==> config.mk <==
export PLATFORM = sky130hd
export DESIGN_NAME = regfile_mp
export DESIGN_NICKNAME = d
export VERILOG_FILES = /design/src/rtl/regfile_mp.sv
export SDC_FILE = /design/constraint.sdc
export NUM_CORES = 1
export LEC_CHECK = 0
export CORE_MARGIN = 2
export CORE_UTILIZATION = 47
export CTS_CLUSTER_SIZE = 30
export DETAILED_ROUTE_END_ITERATION = 6
export PLACE_DENSITY = 0.76
export SYNTH_ARGS = -nofsm -noshare
export SYNTH_HDL_FRONTEND = slang
export SYNTH_SLANG_ARGS = --single-unit
==> constraint.sdc <==
create_clock -name Clk -period 3.7 [get_ports Clk]
set_input_delay 0.37 -clock Clk [delete_from_list [all_inputs] [get_ports Clk]]
set_output_delay 0.37 -clock Clk [all_outputs]
set_load 0.01 [all_outputs]
==> src/rtl/regfile_mp.sv <==
// Multi-port register file: NREAD combinational read ports, two writeback
// ports with write-through bypass, special zero/PC/flag entries, load scoreboard.
module regfile_mp #(
    parameter int DATA_W   = 16,
    parameter int ADDR_W   = 4,
    parameter int NREAD    = 2,
    parameter int ZERO_IDX = 0,
    parameter int PC_IDX   = 15,
    parameter int T_IDX    = 8
) (
    input  logic                    Clk,
    input  logic                    Rst,
    input  logic [NREAD*ADDR_W-1:0] RdAddr,
    output logic [NREAD*DATA_W-1:0] RdData,
    output logic [NREAD-1:0]        RdBusy,
    input  logic [DATA_W-1:0]       PcAddr,
    input  logic                    We0,
    input  logic [ADDR_W-1:0]       WAddr0,
    input  logic [DATA_W-1:0]       WData0,
    input  logic                    We1,
    input  logic [ADDR_W-1:0]       WAddr1,
    input  logic [DATA_W-1:0]       WData1,
    input  logic                    SbSet,
    input  logic [ADDR_W-1:0]       SbAddr,
    output logic                    AnyBusy,
    output logic [DATA_W-1:0]       RegPeek
);

    localparam int NREG = 1 << ADDR_W;
    localparam logic [ADDR_W-1:0] ZERO_A = ADDR_W'(ZERO_IDX);
    localparam logic [ADDR_W-1:0] PC_A   = ADDR_W'(PC_IDX);
    localparam logic [ADDR_W-1:0] T_A    = ADDR_W'(T_IDX);
    localparam logic [ADDR_W-1:0] PEEK_A = ADDR_W'(6);

    function automatic logic [DATA_W-1:0] commit_val(
        input logic [ADDR_W-1:0] addr,
        input logic [DATA_W-1:0] data
    );
        if (addr == T_A) begin
            return {{(DATA_W-1){1'b0}}, (data == '0)};
        end
        return data;
    endfunction

    function automatic logic is_special(input logic [ADDR_W-1:0] addr);
        return (addr == ZERO_A) || (addr == PC_A);
    endfunction

    logic [DATA_W-1:0] regs_q [NREG];
    logic [DATA_W-1:0] regs_d [NREG];
    logic [NREG-1:0]   sb_q;
    logic [NREG-1:0]   sb_d;
    logic [NREG-1:0]   sb_clr;
    logic [NREG-1:0]   sb_set;
    logic [DATA_W-1:0] peek_q;
    logic [DATA_W-1:0] peek_d;
    logic [DATA_W-1:0] wval0;
    logic [DATA_W-1:0] wval1;
    logic              wr0;
    logic              wr1;

    always_comb begin
        wval0 = commit_val(WAddr0, WData0);
        wval1 = commit_val(WAddr1, WData1);
        wr0   = We0 && !is_special(WAddr0);
        wr1   = We1 && !is_special(WAddr1);
    end

    // WB1 is applied last so it overrides WB0 on a shared index
    always_comb begin
        regs_d = regs_q;
        if (wr0) regs_d[WAddr0] = wval0;
        if (wr1) regs_d[WAddr1] = wval1;
        peek_d = regs_d[PEEK_A];
    end

    always_comb begin
        sb_clr = NREG'(We1) << WAddr1;
        sb_set = NREG'(SbSet && !is_special(SbAddr)) << SbAddr;
        sb_d   = (sb_q & ~sb_clr) | sb_set;
    end

    always_ff @(posedge Clk) begin
        if (Rst) begin
            for (int i = 0; i < NREG; i++) begin
                regs_q[i] <= '0;
            end
            sb_q   <= '0;
            peek_q <= '0;
        end else begin
            regs_q <= regs_d;
            sb_q   <= sb_d;
            peek_q <= peek_d;
        end
    end

    always_comb begin
        logic [ADDR_W-1:0] ra;
        logic [DATA_W-1:0] lane;
        RdData = '0;
        RdBusy = '0;
        ra     = '0;
        lane   = '0;
        for (int k = 0; k < NREAD; k++) begin
            ra = RdAddr[k*ADDR_W +: ADDR_W];
            if (ra == ZERO_A) begin
                lane = '0;
            end else if (ra == PC_A) begin
                lane = PcAddr;
            end else if (We1 && (WAddr1 == ra)) begin
                lane = wval1;
            end else if (We0 && (WAddr0 == ra)) begin
                lane = wval0;
            end else begin
                lane = regs_q[ra];
            end
            RdData[k*DATA_W +: DATA_W] = lane;
            RdBusy[k] = !is_special(ra) && sb_q[ra]
                        && !(We1 && (WAddr1 == ra));
        end
    end

    assign AnyBusy = |sb_q;
    assign RegPeek = peek_q;

endmodule
==> Word level (Yosys, flattened, before mapping) <==
Cells that the tools add are included.
{ "totals": {"n_memories": 0, "input_bits": 73, "register_bits": 272, "wordCells": 110, "out_inout_bits": 51, "romBits": 0, "latchBits": 0, "ram_bits": 0} }
{ "op_classes": {"reduce_logical": 33, "n_bitwise": 7, "shifts": 2, "mux": 32, "eq_ne": 11, "n_mul": 0, "add_sub_neg": 0, "magnitude_cmp": 8, "div_mod_pow": 0} }
{ "ops": {"columns": ["operator", "count"], "rows": [
  ["$bwmux W256", 2],
  ["$mux W256", 2],
  ["$mux W16", 18],
  ["$bmux W16 S4", 2],
  ["$demux W16 S4", 2],
  ["$logic_not A16 Y1", 2],
  ["$shl A1 B4 Y16", 2],
  ["$eq A4 B4 Y1 const B", 7],
  ["$ge A5 B5 Y1 const B", 4],
  ["$logic_not A4 Y1", 5],
  ["$not A4 Y5", 4],
  ["$and A16 B16 Y16", 1],
  ["$eq A4 B4 Y1", 4],
  ["$not A16 Y16", 1],
  ["$or A16 B16 Y16", 1],
  ["$reduce_or A16 Y1", 1],
  ["$logic_and A1 B1 Y1", 13],
  ["$lt A4 B5 Y1 const B", 2],
  ["$lt A5 B1 Y1 const B", 2],
  ["$bmux W1 S4", 2],
  ["$logic_not A1 Y1", 7],
  ["$logic_or A1 B1 Y1", 5],
  ["$mux W1", 4]
]} }

==> Logic depth before layout (Yosys ltp) <==
Gate-level depths: netlist of the first run.
{ "depth": {"depth_word": 9, "mapped_depth": 8} }

==> Worst setup path after synthesis of the first run <==
OpenSTA, ideal clock, no wires.
{ "synth_path": {"path_type": "input-to-output", "start": "input RdAddr[4]", "end": "output RdData[25]", "arrival_ns": 2.079, "required_time_ns": 3.330, "path_stages": 5, "slack_ns": 1.251, "n_path_buf": 2, "cell_sequence": "buf_2 -> buf_2 -> mux4_2 -> mux4_2 -> o221a_2"} }
{ "synth_between": {"elab_chain_cells": 8} }
{ "synth_lines": {"columns": ["item", "line", "rtl"], "rows": [
  ["start: declaration", "13", "input logic [NREAD*ADDR_W-1:0] RdAddr,"],
  ["$not A4 Y5 (implied by the code)", "115", "lane = regs_q[ra];"],
  ["$bmux W16 S4", "115", null],
  ["$mux W16 (implied by the code) (2 in a row)", "115", null],
  ["$mux W16", "112", "end else if (We0 && (WAddr0 == ra)) begin"],
  ["$mux W16", "110", "end else if (We1 && (WAddr1 == ra)) begin"],
  ["$mux W16", "108", "end else if (ra == PC_A) begin"],
  ["$mux W16 (*)", "106", "if (ra == ZERO_A) begin"],
  ["end: declaration", "14", "output logic [NREAD*DATA_W-1:0] RdData,"]
]} }
Every way passes the cells marked *; elsewhere a longest branch is shown, timed or not. The select of a mux whose other input is x is not followed.

==> Worst setup path after layout of the first run <==
{ "layout_path": {"start": "input WData0[3]", "end": "output RdData[16]"} }
{ "layout_between": {"elab_chain_cells": 7} }
{ "layout_lines": {"columns": ["item", "line", "rtl"], "rows": [
  ["start: declaration", "19", "input logic [DATA_W-1:0] WData0,"],
  ["$logic_not A16 Y1", "40", "return {{(DATA_W-1){1'b0}}, (data == '0)};"],
  ["$mux W16", "39", "if (addr == T_A) begin"],
  ["$mux W16", "42", "return data;"],
  ["$mux W16", "112", null],
  ["$mux W16", "110", null],
  ["$mux W16", "108", null],
  ["$mux W16", "106", null]
]} }
No other way between the ends. The select of a mux whose other input is x is not followed.

==> flow_summary.yaml, run 1 <==
placement:
  gp_congestion: 1.02
  port_buffers: 123
  hpwl_mm: 40.8
  placed_cell_area_mm2: 0.0187
synthesis:
  synth.most_common_cell: "nor2_1"
  synth_compound_area_share_pct: 16.1
  synth-xor-area-share_pct: 0.822
  synth.distinct_cells: 56
  synth_nets: 1813
  synth_largest_area_cell: "dfxtp_1"
  synth_mux_area_share_pct: 30.5
  synthFlopType: "dfxtp_1"
  yosysSeqAreaShare_pct: 31.9
  syn_area_mm2: 0.0170
  synthSimpleGateAreaFrac_pct: 14.0
  synth-adder-area-share_pct: 0
  ys_seq_elements: 272
  synth_top_cells_by_area: "dfxtp_1 (32%), mux4_2 (22%), a211oi_1 (9.4%), mux2i_1 (8.3%), nor2_1 (6.2%)"
  ys_warn_count: 0
  synth_top_family_by_area: "multiplexers"
  ys_async_sr_fraction_pct: 0
  synth_top_area_share_pct: 31.9
  synth_common_cells: "nor2_1 (283), dfxtp_1 (272), a211oi_1 (213), mux4_2 (168), mux2i_1 (142)"
  synth_edf_count: 0
  avgSynthCellArea_um2: 9.80
  netlist_instances: 1740
final_layout:
  final_net_count: 1837
  seq_area_mm2: 0.00545
  area_growth_syn_to_layout_pct: 15.5
  fillers: 2947
  drive_above_1_share_pct: 19.5
  fin_area_mm2: 0.0197
  multiInputGateArea_mm2: 0.0105
  antennaDiodeCount: 0
sta:
  slew_headroom_pct: 37.9
  rsz0062_at_grt: "no"
  setup_viol: 0
  fin_skew_ns: 0
  hold_slack_ns: 0.447
  worstMarginPinSlew_ns: 0.931
  period_needed_ns: 3.59
  post-route-period-util_pct: 97.1
  drv_slew: 0
  fmax_mhz: 278
  hold_violations: 0
  tns_ns: 0
worst_setup_path:
  critPathMaxFanout: 3
  worstPathRequired_ns: 3.33
  end_kind: "output port"
  rr_worst_depth: 2
  worstSetupPathType: "in2out"
  crit_arrival_ns: 3.22
  critPathLaunchType: "input port"
  reg2reg_from: "RegPeek[3]"
  r2r-end: "RegPeek[3]"
  regToRegSetupSlack_ns: 2.70
run:
  drv_cap: 0
min_path:
  worstHoldEndpoint: "regs_q[243]"
  hp-class: "in2reg"
  hold_path_depth: 2
  worstHoldStart: "Rst"
pwr:
  pwr-share-seq_pct: 42.5
  switching_power_uw: 1940
  combPwrFrac_pct: 16.3
  ir_drop_mv: 0.330
  swShare_pct: 26.9
  p_per_area_mw_per_mm2: 367
  p_int_uw: 5280
  p_clk_share_pct: 41.2
  p_leak_uw: 0.00678
routing:
  drc: 9
  routed_wl_mm: 61.7
  firstDrtPassIters: 7
  drt-initial-drc-count: 2104
  vias: 15539
  viasPerCell: 6.92
  postRouteAntennaNets: 0
  wl_per_cell_um: 27.5
clocking:
  cts_tree: "built"
  clock-sinks: 272
  h-tree-depth: 1
  hold_buffers: 0
  clkSlewWorstSetupHoldPaths_ns: 0.06
  post_cts_buffers: 0
  cts_resized: 0
  clk_latency_ns: 0.56
  cts_max_path_buffers: 3
  cts_root_buf: "clkbuf_16"
  cts_buffers: 28
floorplanning:
  fp.dieW_um: 194
  die-height_um: 194
  num_rows: 69
  start_util_pct: 47.8
  core_mm2: 0.0357
  dieArea_mm2: 0.0378
  io-pin-count: 124
global_route:
  grt_use_total_pct: 31.8
  grt_pass1_wl_mm: 92.7
  grt_max_degree: 112
  antenna_found_initial: 0
  grt_pass1_vias: 15339
  grt_overflow: 0
outcome:
  status: "finished, violations left"
  violations: "DRC"
[through the flow]
stage | utilization [%] | power (µW) | setup slack [ns] | instances
2_1_floorplan | - | 3810 | 1.25 | 1740
3_3_place_gp | 52.5 | 4250 | 0.274 | 2195
3_5_place_dp | 52.5 | 4270 | 0.262 | 2195
4_1_cts | 55.2 | 7190 | 0.259 | 2245
5_1_grt | 55.2 | 7400 | 0.121 | 2245
6_report | 55.2 | 7220 | 0.108 | 2245
[cells in the final DEF, fill, tap and decap left out, types with 37 or more instances in the layout]
master	count
mux4_2	168
mux2i_1	142
nor2_1	283
a21oi_1	94
dfxtp_1	272
clkdlybuf4s50_1	116
a211oi_1	213
nand2_1	61
nor2b_1	37
buf_4	91
[flip-flops by register name (all words and copies together) (netlist names)]
register	flops
regs_q	240
RegPeek	16
sb_q	16
[power by group through the flow]
stage                     logic, µW  registers (µW)  clock network (µW)
after global routing           1230            3070                3100
after floorplan                 703            3110                   0
after global placement         1130            3120                   0
final                          1180            3070                2970
after detailed placement       1140            3130                   0
after CTS                      1150            3060                2980
[worst max-delay path: stages]
cell and delay (ns):
clkdlybuf4s50_1 0.51, nor4_1 0.50, nand4_1 0.32, o21ai_0 0.31
a21boi_0 0.13, a221oi_1 0.45, clkdlybuf4s50_1 0.63
[area by class of cell]
type                            count  share of cell area, %
Clock buffer                       41                   4.21
Clock inverter                      9                  0.680
Inverter                            6                  0.114
Multi-Input combinational cell   1230                   53.3
Sequential cell                   272                   27.6
Tap cell                          461                   2.93
Timing Repair Buffer              226                   11.1
[routing by layer]
metal	global-route usage (%)	share of wire [%]
met2	49.5	45
met5	0	0
met4	19.3	6.8
met1	40.3	36
met3	7.31	12
[how the worst max path moves through the flow]
stage              start          to  slack, ns  cells past startpoint
5_1_grt        WAddr1[3]  RdData[29]       0.12                      7
3_3_place_gp   WAddr1[3]  RdData[29]       0.27                      7
2_1_floorplan  RdAddr[4]  RdData[25]       1.25                      5
3_5_place_dp   WAddr1[3]  RdData[29]       0.26                      7
4_1_cts        WAddr1[3]  RdData[29]       0.26                      7
6_report       WData0[3]  RdData[16]       0.11                      7
[logic make-up (layout without fill, tap and decap cells)]
group | count (synthesis) | after routing
xor+xnor | 16 | 16
buf+inv | 238 | 282
simple gates | 514 | 514
compound gates | 390 | 390
flops | 272 | 272
mux | 310 | 310
Note: power is estimated with default switching activity, not from simulation.
==> run 2, diff against run 1 <==
--- a/config.mk
+++ b/config.mk
@@ -9,6 +9,7 @@
 export CORE_UTILIZATION = 47
 export CTS_CLUSTER_SIZE = 30
 export DETAILED_ROUTE_END_ITERATION = 6
+export GPL_ROUTABILITY_DRIVEN = 0
 export PLACE_DENSITY = 0.76
 export SYNTH_ARGS = -nofsm -noshare
 export SYNTH_HDL_FRONTEND = slang
==> run 2 against run 1 <==
Effect of this change: the run still ends with DRC left; sequential share of layout area barely moved; hold slack better by 0.025 ns; global-route usage is 0.13 points lower; core utilization down 0.074 points; cell count is essentially flat; count of clock-buffer cells in the layout is 1 higher; sequential power is essentially flat; maximum frequency grew 0.34%.
==> flow_summary.yaml, run 2 (synthesis results as in run 1) <==
outcome:
  status: "finished, violations left"
  violations: "DRC"
clocking:
  cts_buffers: 29
  h-tree-depth: 1
  clkSlewWorstSetupHoldPaths_ns: 0.06
  cts_tree: "built"
  hold_buffers: 0
  cts_max_path_buffers: 3
  post_cts_buffers: 0
  clk_latency_ns: 0.57
  clock-sinks: 272
  cts_resized: 0
  cts_root_buf: "clkbuf_16"
worst_setup_path:
  startpoint: "WAddr1[2]"
  r2r-end: "RegPeek[6]"
  critPathMaxFanout: 15
  worstSetupPathType: "in2out"
  critPathLaunchType: "input port"
  rr_worst_depth: 2
  crit_arrival_ns: 3.21
  regToRegSetupSlack_ns: 2.76
  worstPathRequired_ns: 3.33
  reg2reg_from: "RegPeek[6]"
  end_kind: "output port"
floorplanning:
  num_rows: 69
  io-pin-count: 124
  dieArea_mm2: 0.0378
  core_mm2: 0.0357
  die-height_um: 194
  start_util_pct: 47.8
  fp.dieW_um: 194
global_route:
  grt_pass1_vias: 15253
  grt_use_total_pct: 31.6
  grt_overflow: 0
  grt_pass1_wl_mm: 91.8
  antenna_found_initial: 0
  grt_max_degree: 130
pwr:
  p_clk_share_pct: 42.4
  pwr-share-seq_pct: 41.7
  p_per_area_mw_per_mm2: 374
  switching_power_uw: 1980
  ir_drop_mv: 0.244
  p_int_uw: 5370
  swShare_pct: 26.9
  p_leak_uw: 0.00676
  combPwrFrac_pct: 15.9
routing:
  viasPerCell: 6.90
  vias: 15476
  drt-initial-drc-count: 2179
  routed_wl_mm: 61.0
  drc: 9
  wl_per_cell_um: 27.2
  firstDrtPassIters: 7
  postRouteAntennaNets: 0
final_layout:
  antennaDiodeCount: 0
  layout_common_cells: "nor2_1 (283), dfxtp_1 (272), a211oi_1 (213)"
  final_core_util_pct: 55.2
  final_common_cell: "nor2_1"
  largest_reg_flops: 240
  fin_area_mm2: 0.0197
  area_growth_syn_to_layout_pct: 15.4
  largest-register: "regs_q"
  final_net_count: 1833
  drive_above_1_share_pct: 19.4
placement:
  port_buffers: 123
  hpwl_mm: 39.6
  pre_cts_slack_ns: 0.232
  placed_cell_area_mm2: 0.0187
sta:
  drv_slew: 0
  tns_ns: 0
  fin_skew_ns: 0
  rsz0062_at_grt: "no"
  setup_ws_ns: 0.120
  slew_headroom_pct: 38.2
  post-route-period-util_pct: 96.8
  setup_viol: 0
  fmax_mhz: 279
  period_needed_ns: 3.58
  hold_violations: 0
  worstMarginPinSlew_ns: 0.927
min_path:
  hp-class: "in2reg"
  worstHoldStart: "Rst"
  hold_path_depth: 2
  worstHoldEndpoint: "regs_q[242]"
run:
  drv_cap: 0
## run 2: critical path, stage by stage
cell	delay, ns
clkdlybuf4s50_1	0.74
xnor2_1	0.18
nand3_1	0.13
o21ai_1	0.19
and2b_1	0.51
a211oi_1	0.47
clkdlybuf4s50_1	0.62
## run 2: stage by stage
| stage | power [µW] | hold slack (ns) | instances |
|---|---|---|---|
| 2_1_floorplan | 3810 | 0.428 | 1740 |
| 3_3_place_gp | 4240 | 0.456 | 2190 |
| 3_5_place_dp | 4260 | 0.465 | 2190 |
| 4_1_cts | 7340 | 0.479 | 2243 |
| 5_1_grt | 7550 | 0.492 | 2243 |
| 6_report | 7350 | 0.472 | 2243 |
## run 2: how the worst max path moves through the flow
stage,slack (ns),to
after floorplan,1.25,RdData[25]
after detailed placement,0.23,RdData[28]
after global routing,0.07,RdData[16]
after CTS,0.20,RdData[28]
final,0.12,RdData[15]
after global placement,0.25,RdData[28]
## run 2: layout make-up
cell class              instances  area (µm²)
repair buffers                221        2110
clock inverters                11         166
multi-input cells            1230       10500
clock buffers                  42         845
flip-flops and latches        272        5450
fillers                      2944       16000
well taps                     461         577
inverters                       6        22.5
## run 2: routing by layer
layer  global-route usage (%)  vias to the layer above  wire length [µm]
met2                     48.9                     1184             27400
met4                     20.0                        0              4220
li1                         -                     6570                 -
met3                     8.29                      306              7840
met5                        0                        -                 0
met1                     39.5                     7416             21500
## run 2: power groups by stage
| stage | registers (µW) | clock network, µW | logic, µW |
|---|---|---|---|
| after detailed placement | 3130 | 0 | 1130 |
| after global routing | 3070 | 3260 | 1210 |
| after CTS | 3060 | 3140 | 1140 |
| final | 3070 | 3120 | 1170 |
| after floorplan | 3110 | 0 | 703 |
| after global placement | 3120 | 0 | 1120 |
